==> config.mk <==
export PLATFORM = sky130hd
export DESIGN_NAME = bpsk_demapper
export DESIGN_NICKNAME = d
export VERILOG_FILES = /design/src/rtl/bpsk_demapper.sv
export SDC_FILE = /design/constraint.sdc
export NUM_CORES = 1
export LEC_CHECK = 0
export ABC_AREA = 1
export BUFFER_PORTS_ARGS = -buffer_cell sky130_fd_sc_hd__buf_2
export CAP_MARGIN = 10
export CORE_AREA = 2 2 141 143
export DETAILED_ROUTE_END_ITERATION = 16
export DIE_AREA = 0 0 143 145
export GPL_TIMING_DRIVEN = 0
export PLACE_DENSITY = 0.72
export SYNTH_ARGS = -nofsm -noshare
export SYNTH_HDL_FRONTEND = slang
export SYNTH_SLANG_ARGS = --single-unit
==> constraint.sdc <==
create_clock -name clk -period 10.4 [get_ports clk]
set_input_delay 0.52 -clock clk [delete_from_list [all_inputs] [get_ports clk]]
set_output_delay 0.52 -clock clk [all_outputs]
set_load 0.005 [all_outputs]
==> src/rtl/bpsk_demapper.sv <==
// BPSK demapper: slices the real part of data subcarriers into packed 32-bit words,
// with frame-length checking and a small output word FIFO.
module bpsk_demapper #(
  parameter int unsigned FFT_SIZE  = 1024,
  parameter int unsigned LO_LAST   = 400,
  parameter int unsigned HI_FIRST  = 623,
  parameter int unsigned OUT_DEPTH = 4
) (
  input  logic        clk,
  input  logic        rst,
  input  logic        reset_mod,
  input  logic [31:0] s_axis_tdata,
  input  logic        s_axis_tvalid,
  output logic        s_axis_tready,
  input  logic        s_axis_tlast,
  output logic [31:0] m_axis_tdata,
  output logic        m_axis_tvalid,
  input  logic        m_axis_tready,
  output logic        m_axis_tlast,
  output logic        frame_err,
  output logic [15:0] err_count
);

  localparam int unsigned SUBC_W   = $clog2(FFT_SIZE);
  localparam int unsigned NUM_DATA = LO_LAST + (FFT_SIZE - 1 - HI_FIRST);
  localparam int unsigned WORDS    = NUM_DATA / 32;
  localparam int unsigned WORD_W   = (WORDS > 1) ? $clog2(WORDS) : 1;
  localparam int unsigned PTR_W    = (OUT_DEPTH > 1) ? $clog2(OUT_DEPTH) : 1;
  localparam int unsigned CNT_W    = $clog2(OUT_DEPTH + 1);
  localparam int unsigned ENTRY_W  = 33;

  localparam logic [0:0] ST_RUN    = 1'b0;
  localparam logic [0:0] ST_RESYNC = 1'b1;

  // Frame tracking state
  logic [0:0]        r_state;
  logic [SUBC_W-1:0] r_subc;
  logic [4:0]        r_bitc;
  logic [WORD_W-1:0] r_wordc;
  logic [31:0]       r_shift;
  logic              r_frame_err;
  logic [15:0]       r_err_cnt;

  // Output FIFO state
  logic [ENTRY_W-1:0] r_mem [OUT_DEPTH];
  logic [PTR_W-1:0]   r_wr;
  logic [PTR_W-1:0]   r_rd;
  logic [CNT_W-1:0]   r_count;

  logic              w_clr;
  logic              w_accept;
  logic              w_pop;
  logic              w_bit;
  logic              w_is_data;
  logic              w_is_last_subc;
  logic [0:0]        w_state_nxt;
  logic [SUBC_W-1:0] w_subc_nxt;
  logic [4:0]        w_bitc_nxt;
  logic [WORD_W-1:0] w_wordc_nxt;
  logic [31:0]       w_shift_nxt;
  logic              w_push;
  logic [31:0]       w_push_word;
  logic              w_push_last;
  logic              w_err;
  logic [ENTRY_W-1:0] w_head;
  logic              w_unused_bits;

  assign w_unused_bits  = ^{s_axis_tdata[31:16], s_axis_tdata[14:0]};

  assign w_clr          = ~rst | reset_mod;
  assign s_axis_tready  = ~w_clr & (r_count < CNT_W'(OUT_DEPTH));
  assign w_accept       = s_axis_tvalid & s_axis_tready;
  assign m_axis_tvalid  = (r_count != '0);
  assign w_pop          = m_axis_tvalid & m_axis_tready;
  assign w_bit          = ~s_axis_tdata[15];
  assign w_is_last_subc = (r_subc == SUBC_W'(FFT_SIZE - 1));
  assign w_is_data      = ((r_subc >= SUBC_W'(1))        && (r_subc <= SUBC_W'(LO_LAST))) ||
                          ((r_subc >= SUBC_W'(HI_FIRST)) && (r_subc <= SUBC_W'(FFT_SIZE - 2)));

  assign w_head         = r_mem[r_rd];
  assign m_axis_tdata   = m_axis_tvalid ? w_head[31:0] : 32'd0;
  assign m_axis_tlast   = m_axis_tvalid & w_head[32];
  assign frame_err      = r_frame_err;
  assign err_count      = r_err_cnt;

  function automatic logic [PTR_W-1:0] ptr_inc(input logic [PTR_W-1:0] p);
    return (p == PTR_W'(OUT_DEPTH - 1)) ? '0 : p + PTR_W'(1);
  endfunction

  // Next-state, counter and word-assembly logic
  always_comb begin
    w_state_nxt = r_state;
    w_subc_nxt  = r_subc;
    w_bitc_nxt  = r_bitc;
    w_wordc_nxt = r_wordc;
    w_shift_nxt = r_shift;
    w_push      = 1'b0;
    w_push_word = '0;
    w_push_last = 1'b0;
    w_err       = 1'b0;

    if (w_accept) begin
      unique case (r_state)
        ST_RUN: begin
          if (s_axis_tlast) begin
            // Frame end; a short frame also drops its partial word
            w_err       = ~w_is_last_subc;
            w_subc_nxt  = '0;
            w_bitc_nxt  = '0;
            w_wordc_nxt = '0;
            w_shift_nxt = '0;
          end else if (w_is_last_subc) begin
            w_err       = 1'b1;
            w_state_nxt = ST_RESYNC;
            w_subc_nxt  = '0;
            w_bitc_nxt  = '0;
            w_wordc_nxt = '0;
            w_shift_nxt = '0;
          end else begin
            w_subc_nxt = r_subc + SUBC_W'(1);
            if (w_is_data) begin
              w_shift_nxt[r_bitc] = w_bit;
              if (r_bitc == 5'd31) begin
                w_push      = 1'b1;
                w_push_word = w_shift_nxt;
                w_push_last = (r_wordc == WORD_W'(WORDS - 1));
                w_wordc_nxt = w_push_last ? '0 : r_wordc + WORD_W'(1);
                w_bitc_nxt  = '0;
              end else begin
                w_bitc_nxt = r_bitc + 5'd1;
              end
            end
          end
        end
        ST_RESYNC: begin
          if (s_axis_tlast) begin
            w_state_nxt = ST_RUN;
            w_subc_nxt  = '0;
            w_bitc_nxt  = '0;
            w_wordc_nxt = '0;
            w_shift_nxt = '0;
          end
        end
        default: w_state_nxt = ST_RUN;
      endcase
    end
  end

  // State, counters and error reporting
  always_ff @(posedge clk) begin
    if (w_clr) begin
      r_state     <= ST_RUN;
      r_subc      <= '0;
      r_bitc      <= '0;
      r_wordc     <= '0;
      r_shift     <= '0;
      r_frame_err <= 1'b0;
      r_err_cnt   <= '0;
    end else begin
      r_state     <= w_state_nxt;
      r_subc      <= w_subc_nxt;
      r_bitc      <= w_bitc_nxt;
      r_wordc     <= w_wordc_nxt;
      r_shift     <= w_shift_nxt;
      r_frame_err <= w_err;
      if (w_err && (r_err_cnt != 16'hFFFF)) begin
        r_err_cnt <= r_err_cnt + 16'd1;
      end
    end
  end

  // Output word FIFO; push and pop may coincide
  always_ff @(posedge clk) begin
    if (w_clr) begin
      r_wr    <= '0;
      r_rd    <= '0;
      r_count <= '0;
      for (int i = 0; i < int'(OUT_DEPTH); i++) begin
        r_mem[i] <= '0;
      end
    end else begin
      if (w_push) begin
        r_mem[r_wr] <= {w_push_last, w_push_word};
        r_wr        <= ptr_inc(r_wr);
      end
      if (w_pop) begin
        r_rd <= ptr_inc(r_rd);
      end
      unique case ({w_push, w_pop})
        2'b10:   r_count <= r_count + CNT_W'(1);
        2'b01:   r_count <= r_count - CNT_W'(1);
        default: r_count <= r_count;
      endcase
    end
  end

endmodule

==> impl_metrics.csv, run 1 <==
group,metric,value,unit
outcome,status,"complete, no violations",
die,core_region_area,19210,µm²
sta,clock-skew-final,0.009999,ns
sta,rsz0062_at_grt,"no",
placement,dp_hpwl,17.72,mm
critical_path,critPathCaptureType,"flop",
synthesis,ys_top_cells_by_area,"edfxtp_1 38%, dfxtp_1 15%, nor2_1 12%, nand2_1 5.7%, o21ai_0 4.9%",
synthesis,yosysUniqueCellTypes,39,
sta,worst_slew_pin_slew,0.9443,ns
synthesis,async_flop_share,0,%
synthesis,synth_most_common_cell,"nor2_1",
drt,wire_per_inst,15.79,µm
critical_path,crit_path_start_kind,"flop",
synthesis,synth_top_area_cell,"edfxtp_1",
grt,grt_start_max_net_pins,34,
pwr,power.leakage,4.467,nW
grt,globalRouteTotalUtil,24.37,%
critical_path,cp_slowest_cell,"nand2_1",
die,rows,51,
synthesis,yosysWarnings,0,
synthesis,syn_nets,1311,
clock_tree,cts-root-buf,"clkbuf_16",
placement,globalplace.congestion,0.8659,
sta,final-hold-violation-count,0,
clock_tree,ctsResizeCount,0,
sta,finalMaxSlewViolations,0,
layout,area_delta_synth_final,12.99,%
layout,n_antenna_cell,0,
sta,period_needed,3.389,ns
layout,regArea,5545,µm²
layout,nNetsFinal,1396,
clock_tree,cts_buffer_depth,3,
synthesis,syn_inst,1255,
die,dieHeight,145,µm
synthesis,synth_edf_count,132,
layout,n_fill_cell,1717,
placement,post-place-ws,7.043,ns
grt,antenna_found_initial,0,
layout,fin_util,61.21,%
drt,drt-total-wl,25.58,mm
critical_path,cp.required,10.61,ns
critical_path,path_max_fanout,21,
die,start_util,54.18,%
clock_tree,clk_latency,0.51,ns
clock_tree,numCtsBuffers,23,
pwr,p_total,1.729,mW
critical_path,path_buf_inv,3,
critical_path,cp_top_family,"simple AND/OR/NAND/NOR gates",
die,die_area,20740,µm²
sta,setup_viol,0,
clock_tree,htree_num_levels,1,
sta,fin_tns_setup,0,ns
grt,grt_pass1_wl,40.48,mm
drt,drt_pass1_iterations,5,
grt,grt_pass1_vias,8135,
pwr,vdd_drop_max,0.0001211,V
run,drv_cap,0,
placement,numPortBuffers,58,
grt,grt_overflow,0,
critical_path,crit_type,"reg2reg",
drt,via_per_inst,5.340,
clock_tree,hold_buffers,0,
synthesis,synth_common_cells,"339 x nor2_1, 159 x nand2_1, 132 x edfxtp_1",
synthesis,synth_top_cell_area_share,38.09,%
sta,slew_headroom,36.89,%
die,io_pins,90,
drt,drt_iter0_drc,730,
layout,drive_above_1_share,11.44,%
critical_path,slowest_delay,0.69,ns
clock_tree,cts.clk_slew.worst_paths,0.06,ns
hold_path,hp-class,"in2reg",
sta,fin_ws,7.011,ns
drt,ant_nets,0,
clock_tree,post_cts_buffers,0,
placement,place_inst,1580,
synthesis,yosysSeqAreaShare,53.29,%
drt,num_vias,8650,
pwr,p_per_area,147.1,nW/µm²
synthesis,ys.flop_type,"edfxtp_1",
drt,route.detailed.drc,0,
critical_path,critPathArrivalTime,3.60,ns
critical_path,path_cells,"ha_1 > nand2_1 > nor2_1 > ha_1 > inv_1 > nor3_4 > nand2_4 > nor2_4 > nand2_4 > buf_6 > nand2_1 > buf_8",
sta,min_period_over_period,32.59,%
synthesis,syn_area,10410,µm²
clock_tree,cts_tree,"built",
clock_tree,cts_sinks,211,
synthesis,yosys_register_bits,211,
layout,multi_input_area,4120,µm²
synthesis,syn_area_per_cell,8.292,µm²
layout,final_cells,1620,
sta,fmax,0.2950,GHz
die,fp.dieW,143,µm
-- sequential cells by signal (all words and copies together), names as in the netlist, named ones only --
name / flops
r_wordc: 5
r_rd: 2
r_mem: 132
r_count: 3
r_subc: 10
r_state: 1
err_count: 16
r_shift: 32
r_wr: 2
r_bitc: 5
frame_err: 1
-- final cells by class --
| type | instances | area share (%) |
|---|---|---|
| Buffer | 66 | 2.809 |
| Clock buffer | 33 | 5.214 |
| Inverter | 115 | 3.671 |
| Timing Repair Buffer | 60 | 2.767 |
| Multi-Input combinational cell | 863 | 35.04 |
| Clock inverter | 7 | 0.5108 |
| Sequential cell | 211 | 47.16 |
| Tap cell | 265 | 2.820 |
-- path summary, 6_finish.rpt --
path	from	end	slack [ns]	depth (start not counted)
max reg2reg	r_bitc[0]	r_mem[0][18]	7.01	12
min	m_axis_tready	flop	0.39	4
min reg2reg	err_count[15]	err_count[15]	0.48	2
max	r_bitc[0]	r_mem[0][18]	7.01	12
-- worst register-to-register path, delay by kind of cell, from the launching register on --
| kind | cells | cell delay [ns] |
|---|---|---|
| buffers and inverters | 3 | 0.52 |
| AND/OR/NAND/NOR | 7 | 1.64 |
| adder cells (fa/ha/maj) | 2 | 0.53 |
| flip-flops | 1 | 0.40 |
-- layout by cell type, fill, tap and decap left out, drive strengths merged, types with 2 or more instances in the layout --
cell	instances
nand2	172
nand3b	2
nor2	354
clkbuf	68
a21oi	97
ha	17
buf	91
nand3	57
dfxtp	79
edfxtp	132
nor4	2
nand4	8
o211a	2
mux2i	17
inv	114
clkinv	6
xor2	5
xnor2	2
nor3	16
o21ai	106
-- report_power, final --
group | switching (mW) | total [mW] | internal [mW]
clock | 0.318 | 0.751 | 0.433
sequential | 0.00706 | 0.921 | 0.914
combinational | 0.0439 | 0.0574 | 0.0135
total | 0.369 | 1.73 | 1.36
-- through the flow --
step                hold slack [ns]  instance area (µm²)
floorplan                    0.4563                10410
global placement             0.4589                11030
detailed placement           0.4723                11080
CTS                          0.3876                11760
global route                 0.4204                11760
finish                       0.3948                11760
-- cell families after synthesis --
| group | count (synthesis) | share of synthesized area [%] |
|---|---|---|
| simple gates | 613 | 24.73 |
| flops | 211 | 53.29 |
| compound gates | 208 | 10.20 |
| buf+inv | 181 | 7.322 |
| fa+ha+maj | 18 | 2.236 |
| mux | 17 | 1.635 |
| xor+xnor | 7 | 0.5892 |
-- routing by layer --
| metal | global-route usage (%) | up-vias | wire length, µm | part of all wire [%] |
|---|---|---|---|---|
| met3 | 2.970 | 49 | 1749 | 6.8 |
| met4 | 7.030 | 0 | 550 | 2.2 |
| li1 | - | 4287 | - | - |
| met1 | 31.86 | 4020 | 10870 | 42 |
| met2 | 42.37 | 294 | 12410 | 49 |
| met5 | 0 | - | 0 | 0 |
No activity file was read; power rests on OpenSTA's default activity.
==> inputs of run 2 (changes only) <==
Settings changed: CORE_AREA 2 2 141 143 to 2 2 142 144, DIE_AREA 0 0 143 145 to 0 0 144 146, PLACE_DENSITY 0.72 to 0.74.
Clock period 10.4 ns to 2.8 ns, I/O delays scaled along.
==> impl_metrics.csv, run 2 (synthesis results as in run 1) <==
group,metric,value,unit
placement,place_inst,1578,
layout,drive_above_1_share,12.78,%
pwr,p_per_area,554.6,nW/µm²
critical_path,crit_path_start_kind,"flop",
critical_path,path_cells,"clkbuf_1 > clkbuf_1 > nor2_1 > nor2_1 > o21ai_0 > a21oi_1 > buf_2",
die,die_area,21020,µm²
sta,rsz0062_at_grt,"no",
layout,fin_util,61.91,%
die,dieHeight,146,µm
hold_path,hp-class,"in2reg",
critical_path,crit_type,"reg2out",
critical_path,cp_slowest_cell,"dfxtp_1",
critical_path,rr_worst_depth,9,
clock_tree,cts.clk_slew.worst_paths,0.06,ns
critical_path,path_depth,7,
layout,layout_common_cells,"339 x nor2_1, 156 x nand2_1, 132 x edfxtp_1",
critical_path,cp.required,2.66,ns
grt,grt_overflow,0,
drt,drt_pass1_iterations,5,
die,io_pins,90,
die,rows,51,
drt,drt-total-wl,26.03,mm
sta,holdWs,0.04990,ns
sta,finalMaxSlewViolations,0,
drt,ant_nets,0,
critical_path,slowest_delay,0.46,ns
drt,route.detailed.drc,0,
sta,min_period_over_period,94.11,%
clock_tree,hold_buffers,0,
critical_path,critPathArrivalTime,2.49,ns
die,core_region_area,19330,µm²
grt,grt_pass1_vias,8219,
sta,worst_slew_pin_slew,0.8091,ns
layout,top_register,"r_mem",
drt,drt_iter0_drc,642,
grt,grt_start_max_net_pins,34,
placement,numPortBuffers,58,
grt,grt_pass1_wl,41.13,mm
pwr,vdd_drop_max,0.0003752,V
grt,globalRouteTotalUtil,24.51,%
placement,dp_hpwl,17.21,mm
placement,globalplace.congestion,0.8719,
clock_tree,clk_latency,0.50,ns
layout,largest_reg_flops,132,
critical_path,crit_end,"m_axis_tdata[31]",
die,fp.dieW,144,µm
pwr,p_total,6.639,mW
pwr,power.leakage,4.524,nW
layout,final_common_cell,"nor2_1",
layout,area_delta_synth_final,15.03,%
run,drv_cap,0,
critical_path,regToRegSetupSlack,0.18,ns
critical_path,path_max_fanout,10,
layout,final_cells,1626,
sta,setup_viol,0,
critical_path,r2r_start,"r_bitc[0]",
layout,nNetsFinal,1401,
drt,via_per_inst,5.343,
sta,clock-skew-final,0.007871,ns
outcome,status,"complete, no violations",
critical_path,cp_top_family,"buffers and inverters",
sta,period_needed,2.635,ns
clock_tree,cts-root-buf,"clkbuf_16",
drt,wire_per_inst,16.01,µm
sta,final-hold-violation-count,0,
clock_tree,cts_sinks,211,
drt,num_vias,8688,
clock_tree,cts_tree,"built",
die,start_util,53.82,%
clock_tree,numCtsBuffers,22,
critical_path,path_buf_inv,3,
critical_path,critPathCaptureType,"output pin",
clock_tree,htree_num_levels,1,
sta,fin_tns_setup,0,ns
sta,fmax,0.3795,GHz
clock_tree,cts_buffer_depth,3,
critical_path,r2r-end,"r_mem[1][1]",
grt,antenna_found_initial,0,
layout,n_antenna_cell,0,
sta,slew_headroom,46.06,%
==> run 2: worst min-delay path by stage <==
stage                  start       endpoint  slack (ns)  cells after the start
2_1_floorplan   s_axis_tlast      r_subc[1]        0.38                      3
3_3_place_gp   err_count[15]  err_count[15]        0.46                      2
3_5_place_dp   err_count[15]  err_count[15]        0.47                      2
4_1_cts        m_axis_tready           flop        0.02                      4
5_1_grt        s_axis_tvalid      frame_err        0.08                      3
6_report       m_axis_tready        r_rd[1]        0.05                      4
==> run 2: stage by stage <==
step / setup slack (ns) / cell area, µm²
6_report: 0.1650 / 11970
5_1_grt: 0.002797 / 11970
4_1_cts: 0.03296 / 11900
2_1_floorplan: 0.04272 / 10420
3_5_place_dp: -0.4807 / 11050
3_3_place_gp: -0.8364 / 11040
==> run 2: timing repair <==
item | 4_1_cts | 5_1_grt
cloned | 1 | 1
setup buffers | 4 | 2
endpoints found under the hold margin | 0 | 0
setup endpoints to repair | 134 | 115
pin swaps | 2 | 3
gates resized for setup | 10 | 9
==> run 2: per-layer routing <==
| metal | part of all wire (%) | track usage [%] | routed length [µm] |
|---|---|---|---|
| met2 | 49 | 42.93 | 12850 |
| met1 | 42 | 31.83 | 10920 |
| met4 | 1.9 | 6.716 | 490 |
| met5 | 0 | 0 | 0 |
| met3 | 6.8 | 3.192 | 1770 |
==> run 2: area by class of cell <==
class / instances / area, µm²
tap: 265 / 331.6
sequential: 211 / 5547
timing repair buffer: 65 / 362.8
buffer: 65 / 329.1
multi-input combinational: 865 / 4229
clock buffer: 25 / 583.1
clock inverter: 15 / 156.4
fill: 1636 / 7365
inverter: 115 / 431.7
==> run 2: tightest hold or removal path, stage by stage <==
cell and delay (ns):
buf_2 0.08, nand2_1 0.06, o21ai_0 0.16, nor2_1 0.06
==> run 2: where the power goes <==
| part | internal [mW] | switching, mW | leakage [nW] |
|---|---|---|---|
| Sequential | 3.39 | 0.0257 | 2.07 |
| Clock | 1.78 | 1.22 | 0.352 |
| Combinational | 0.0572 | 0.170 | 2.10 |
| Total | 5.22 | 1.42 | 4.52 |
